--- config.mk ---
export PLATFORM = sky130hd
export DESIGN_NAME = asyncram_wr_ctrl
export DESIGN_NICKNAME = d
export VERILOG_FILES = /design/src/rtl/asyncram_wr_ctrl.sv
export SDC_FILE = /design/constraint.sdc
export NUM_CORES = 1
export LEC_CHECK = 0
export ABC_AREA = 1
export CORE_ASPECT_RATIO = 1.25
export CORE_MARGIN = 8
export CORE_UTILIZATION = 42
export DETAILED_ROUTE_END_ITERATION = 6
export PLACE_DENSITY = 0.85
export RECOVER_POWER = 100
export SYNTH_ARGS = -nofsm -noshare
export SYNTH_HDL_FRONTEND = slang
export SYNTH_SLANG_ARGS = --single-unit
--- constraint.sdc ---
create_clock -name wclk -period 4.4 [get_ports wclk]
set_input_delay 0.88 -clock wclk [delete_from_list [all_inputs] [get_ports wclk]]
set_output_delay 0.88 -clock wclk [all_outputs]
set_load 0.01 [all_outputs]
--- src/rtl/asyncram_wr_ctrl.sv ---
// rtl/asyncram_wr_ctrl.sv - write-side controller of the 8-deep dual-clock FIFO
module asyncram_wr_ctrl #(
   parameter int DW          = 16,
   parameter int AW          = 3,
   parameter int SYNC_STAGES = 2,
   parameter int AFULL_TH    = 6
) (
   input  logic          wclk,
   input  logic          rst,
   input  logic          s_valid,
   output logic          s_ready,
   input  logic [DW-1:0] s_data,
   output logic          we,
   output logic [AW-1:0] waddr,
   output logic [DW-1:0] din,
   output logic [AW:0]   wptr_gray,
   input  logic [AW:0]   rptr_gray_async,
   output logic          full,
   output logic          almost_full,
   output logic [AW:0]   level,
   output logic          ovf,
   input  logic          ovf_clr
);

   logic [AW:0] r_wbin;
   logic [AW:0] r_wptr_gray;
   logic [AW:0] r_sync [SYNC_STAGES];
   logic        r_ovf;

   logic [AW:0] w_rsync;
   logic [AW:0] w_rbin;
   logic [AW:0] w_wbin_next;
   logic [AW:0] w_level;
   logic        w_full;
   logic        w_we;

   assign w_rsync = r_sync[SYNC_STAGES-1];

   always_comb begin
      w_rbin     = '0;
      w_rbin[AW] = w_rsync[AW];
      for (int i = AW - 1; i >= 0; i--)
         w_rbin[i] = w_rbin[i+1] ^ w_rsync[i];
   end

   // Full compare in Gray space: writer is one lap ahead of the last read pointer seen.
   assign w_full      = (r_wptr_gray == {~w_rsync[AW:AW-1], w_rsync[AW-2:0]});
   // rst gating keeps the RAM port quiet while the pointers are held at zero.
   assign w_we        = s_valid & ~w_full & ~rst;
   assign w_wbin_next = w_we ? r_wbin + 1'b1 : r_wbin;
   assign w_level     = r_wbin - w_rbin;

   always_ff @(posedge wclk or posedge rst) begin
      if (rst) begin
         r_wbin      <= '0;
         r_wptr_gray <= '0;
         r_ovf       <= 1'b0;
         for (int i = 0; i < SYNC_STAGES; i++)
            r_sync[i] <= '0;
      end else begin
         r_wbin      <= w_wbin_next;
         r_wptr_gray <= w_wbin_next ^ (w_wbin_next >> 1);
         r_sync[0]   <= rptr_gray_async;
         for (int i = 1; i < SYNC_STAGES; i++)
            r_sync[i] <= r_sync[i-1];
         // A rejected attempt on the same edge as a clear must stay visible.
         if (s_valid & w_full)
            r_ovf <= 1'b1;
         else if (ovf_clr)
            r_ovf <= 1'b0;
      end
   end

   assign s_ready     = ~w_full;
   assign we          = w_we;
   assign waddr       = r_wbin[AW-1:0];
   assign din         = s_data;
   assign wptr_gray   = r_wptr_gray;
   assign full        = w_full;
   assign level       = w_level;
   assign almost_full = (w_level >= (AW+1)'(AFULL_TH));
   assign ovf         = r_ovf;

endmodule

# After elaboration in Yosys (flattened, before gate mapping)
# Index checks and enable logic that the tools add are counted.
[word_totals] reg_bits=17 out_inout_bits=32
[op_classes] n_addsub=2 order_cmp=1 eq_ne=1 mux=3 bitwise_logic=10 n_reduce_logical=1
[op_table] operator="adder 4 x 1 -> 4 bit (second input constant)" count=1
[op_table] operator="== test 4 bit" count=1
[op_table] operator=">= comparator 4 x 3 -> 1 bit (second input constant)" count=1
[op_table] operator="2-to-1 mux 4 bit" count=1
[op_table] operator="subtractor 4 bit" count=1
[op_table] operator="XOR 4 x 3 -> 4 bit" count=1
[op_table] operator="AND 1 bit" count=3
[op_table] operator="XOR 1 bit" count=3
[op_table] operator="2-to-1 mux 1 bit" count=2
[op_table] operator="NOT 1 bit" count=2
[op_table] operator="NOT 2 bit" count=1
[op_table] operator="nonzero test 2 bit" count=1

# Logic depth before layout (Yosys ltp)
[depth] ltp_word=7 mapped_depth=10

# Least setup slack after synthesis
# Ideal clock, no wire load.
[synth_path] kind="register to output" startpoint="register r_sync, in the netlist w_rsync[2]" endpoint="output port almost_full" t_arrival_ns=2.110 slack_ns=1.410 path_stages_with_launch=9 n_path_buf=0 path_cell_list="dfrtp_1 xnor2_1 xor2_1 xor2_1 ha_1 inv_1 fa_1 xor2_1 a21o_1"
[synth_between] elab_chain_cells=5
[synth_lines] item="start, declared" line_no="27" rtl="logic [AW:0] r_sync [SYNC_STAGES];"
[synth_lines] item="start signal, assigned by index" line_no="65" rtl="r_sync[i] <= r_sync[i-1];"
[synth_lines] item="XOR 1 bit (*)" line_no="43" rtl="w_rbin[i] = w_rbin[i+1] ^ w_rsync[i];"
[synth_lines] item="XOR 1 bit (2 in a row)" line_no="43"
[synth_lines] item="subtractor 4 bit (*)" line_no="51" rtl="assign w_level = r_wbin - w_rbin;"
[synth_lines] item="via level[2]" line_no="20" rtl="output logic [AW:0] level,"
[synth_lines] item=">= comparator 4 x 3 -> 1 bit (*)" line_no="81" rtl="assign almost_full = (w_level >= (AW+1)'(AFULL_TH));"
[synth_lines] item="end, declared" line_no="19" rtl="output logic almost_full,"
# The timed path passes the listed nets; every way through them passes the cells marked *.

# Final worst setup path
[layout_path] startpoint="register r_sync, in the netlist w_rsync[2]" endpoint="output port almost_full"
[layout_between] elab_chain_cells=5
[layout_lines] item="XOR 1 bit (*)" line_no="43"
[layout_lines] item="XOR 1 bit (2 in a row)" line_no="43"
[layout_lines] item="subtractor 4 bit (*)" line_no="51"
[layout_lines] item=">= comparator 4 x 3 -> 1 bit (*)" line_no="81"
# Every way passes the cells marked *; elsewhere a longest branch is shown, timed or not.

==> metrics.log <==
INFO  metric outcome = completed
INFO  metric power.switching_fraction = between 40 and 50%
INFO  metric yosysMostFrequentCell = nand2_1
INFO  metric critical_path.reg2reg.endpoint = wptr_gray[1]$_DFF_PP0_
INFO  metric grt_pass1_vias = between 800 and 900
INFO  metric layout_cells_excl_fill = 170
INFO  metric sequential_fraction_of_the_synthesis_area = between 30% and 40%
INFO  metric ctsResizeCount = 0
INFO  metric synth-edff-count = 0
INFO  metric tritoncts = yes
INFO  metric antenna-diode-count = 0
INFO  metric globalRouteMet2Util = roughly 17%
INFO  metric crit_path_start_kind = flop
INFO  metric netlist_top_cells_count = nand2_1, inv_1, buf_4, dfrtp_1
INFO  metric place.gp.congestion = ~0.86
INFO  metric irDropWorstVdd = about 350 uV
INFO  metric antenna_left = 0
INFO  metric detail_route.drc_violations = 0
INFO  metric placedCellCount = ~170
INFO  metric setup.worst_path.start = w_rsync[2]$_DFF_PP0_
INFO  metric yosys_register_bits = 16
INFO  metric min_path_type = flop to flop
INFO  metric synthCells = about 130
INFO  metric power.sequential.fraction = approximately 30%
INFO  metric area_growth_synth_to_finish = 14.9%
INFO  metric ys_dominant_reg_cell = dfrtp_1
INFO  metric worstPathRequired = roughly 3.5 ns
INFO  metric cap_viol_max_count = 0
INFO  metric min_period = ~3.9 ns
INFO  metric synth.net_count = around 160
INFO  metric met3_usage = about 2.5%
INFO  metric power_report.internal_total = between 400 and 500 uW
INFO  metric synth_top_area_share = a little under two fifths
INFO  metric grt_setup_unrepaired = no
INFO  metric antenna_found_initial = 0
INFO  metric placed_cell_area = about 1200 um2
INFO  metric wl_per_cell = 12.6 um
INFO  metric clock_sink_count = 16
INFO  metric cts.path.max_buffers = 2
INFO  metric clock.fmax = between 0.2 and 0.3 GHz
INFO  metric clk_latency = between 0.2 and 0.3 ns
INFO  metric tns = 0 ns
INFO  metric hpwl_after_detailed_placement = 1690 um
INFO  metric worst_hold_path.num_cells = 0
INFO  metric cts.hold.buffers_added = 0
INFO  metric die_w = around 60 um
INFO  metric grt.total_usage = between 10% and 20%
INFO  metric crit_path_top_delay_cell = dlygate4sd3_1
INFO  metric root_buffer = clkbuf_4
INFO  metric fin_crit_sh = between 80% and 90%
INFO  metric cell_area_after_synthesis = roughly 1100 um2
INFO  metric chipHeight = 72.5 um
INFO  metric fin_skew = about 0.0092 ns
INFO  metric hold_viol_final = 0
INFO  metric holdPathEnd = w_rsync[0]$_DFF_PP0_
INFO  metric worstPathCellList = xnor2_1, xor2_1, xor2_1, ha_1, inv_1, fa_1, xor2_1, a21o_1, dlygate4sd3_1
INFO  metric avgSynthCellArea = between 8 and 9 um2
INFO  metric final-setup-viol-count = 0
INFO  metric final_nets = approximately 170
INFO  metric critical_path.reg2reg.startpoint = r_wbin[3]$_DFF_PP0_
INFO  metric grt_max_degree = 24
INFO  metric post-synth-top-area-cell = dfrtp_1
INFO  metric power_switching = around 330 uW
INFO  metric core.rowCount = 20
INFO  metric grtUsageMet1 = between 10% and 20%
INFO  metric netlist_top_cells_area = dfrtp_1, nand2_1, buf_4
INFO  metric synthesis.yosys.warnings = 0
INFO  metric critical_path.most_common_cell = xor2_1
INFO  metric globalRoute.busiestLayer = met2
INFO  metric min-delay-start = r_sync[4]$_DFF_PP0_
INFO  metric wirelength = about 2100 um
INFO  metric floorplan.die_area = between 4000 and 5000 um2
INFO  metric power.share.combinational = roughly 58%
INFO  metric viasPerCell = around 5.0
INFO  metric dr.pass1.iters = 4
INFO  metric timing_worst_setup_path_type = flop to primary output
INFO  metric globalRouteOverflowTotal = 0
INFO  metric synth_cell_types = 23
INFO  metric synth-async-reset-ratio = 100%
INFO  metric rr_worst_depth = 10
INFO  metric arrival = 3.02 ns
INFO  metric cts_setup_buffers = 0
INFO  metric power_per_cell_area = ~620 nW/um2
INFO  metric post_route_cells_drive_above_1_share = 11.7%
INFO  metric share_clk_of_total_power = roughly an eighth
INFO  metric cts_inserted_buffers = 3
INFO  metric cp_slowest_stage_delay = about 0.6 ns
INFO  metric worst-path-max-fanout = 3
INFO  metric port_buffers = 23
INFO  metric final_cell_area = ~1200 um2
INFO  metric worst_pin_slew = 0.501 ns
INFO  metric grt_pass1_wl = roughly 3600 um
INFO  metric timing_max_transition_violations_final = 0
INFO  metric initial_utilization = between 40 and 50%
INFO  metric rrSetupSlack = about 2.8 ns
INFO  metric clk_pin_slew_worst_paths = about 0.090 ns
INFO  metric cp-end-kind = primary output
INFO  metric power.leakage = 0.000668 uW
INFO  metric relative_max_transition_margin = between 60% and 70%
INFO  metric vias = 851
INFO  metric io_pins = 56
INFO  metric drtIter0Drc = 22
INFO  metric placeable_core_area = roughly 2400 um2
INFO  metric h-tree-depth = 1
cells in the final DEF, fill, tap and decap left out:
cell type / Yosys / final
a21oi_1: 1 / 1
nand4_1: 6 / 6
dfrtp_1: 16 / 16
inv_1: 17 / 17
clkbuf_4: 0 / 3
ha_1: 4 / 4
dlygate4sd3_1: 0 / 22
clkinv_1: 1 / 1
xor2_1: 4 / 4
a21o_1: 1 / 1
o21ai_0: 1 / 1
nand2_1: 35 / 37
nand4_2: 3 / 3
nor2_1: 2 / 2
clkbuf_8: 1 / 1
xnor2_1: 2 / 2
buf_4: 16 / 1
fa_1: 1 / 1
nor2_4: 2 / 2
nand2_4: 1 / 1
nand3_1: 4 / 5
clkdlybuf4s50_1: 0 / 1
nand2_2: 6 / 4
inv_2: 1 / 1
area by class of cell:
type	count	area, um2
clock buffer	4	36.3
fill	236	1190
inverter	19	71.3
multi-input combinational	74	445
sequential	16	400
tap	33	41.3
timing repair buffer	24	238
worst max-delay path, delay by kind of cell, from the launching register on:
| kind | cells | cell delay (ns) |
|---|---|---|
| flip-flops | 1 | 0.41 |
| AO/OA/AOI/OAI | 1 | 0.17 |
| XOR/XNOR | 4 | 0.95 |
| adder cells (fa/ha/maj) | 2 | 0.54 |
| buffers and inverters | 2 | 0.66 |
metal layers:
layer | wire length (um) | vias up | part of all wire [%]
li1 | - | 397 | -
met2 | 1110 | 50 | 52
met1 | 818 | 398 | 38
met3 | 185 | 6 | 8.6
met5 | 0 | - | 0
met4 | 35 | 0 | 1.6
registers in the layout, summed over array words and instances, names as in the netlist:
register and cells:
r_sync 4, r_wbin 4, w_rsync 4, wptr_gray 3, ovf 1
power groups by stage:
stage          sequential (uW)  combinational, uW  clock, uW
2_1_floorplan              237                272          0
3_3_place_gp               232                462          0
3_5_place_dp               235                484          0
4_1_cts                    232                487       95.3
5_1_grt                    237                487        106
6_report                   231                442       93.1
per-stage QoR:
step                hold WS (ns)  setup slack [ns]  total power (uW)  utilization, %
floorplan                  0.331              1.41               510               -
global placement           0.335              1.01               694            49.7
detailed placement         0.336             0.879               719            49.7
CTS                        0.350             0.571               814            51.2
global route               0.365             0.255               829            50.8
finish                     0.342             0.501               767            50.8
cell families (layout without fill, tap and decap cells):
logic type                 Yosys count  count (layout)  synth area share, %
AOI/OAI and AO/OA                    3               3                 1.63
DFF                                 16              16                 37.3
adders and majority gates            5               5                 6.53
buffers and inverters               37              47                 20.2
and+or+nand+nor                     60              60                 29.4
xor gates and xnor gates             6               6                 4.90
worst max path at each step:
stage,end,slack (ns),cells past startpoint
6_report,almost_full,0.50,9
5_1_grt,almost_full,0.26,9
4_1_cts,almost_full,0.57,9
3_5_place_dp,almost_full,0.88,9
3_3_place_gp,almost_full,1.01,9
2_1_floorplan,almost_full,1.41,8
(Power assumes the default switching activity.)
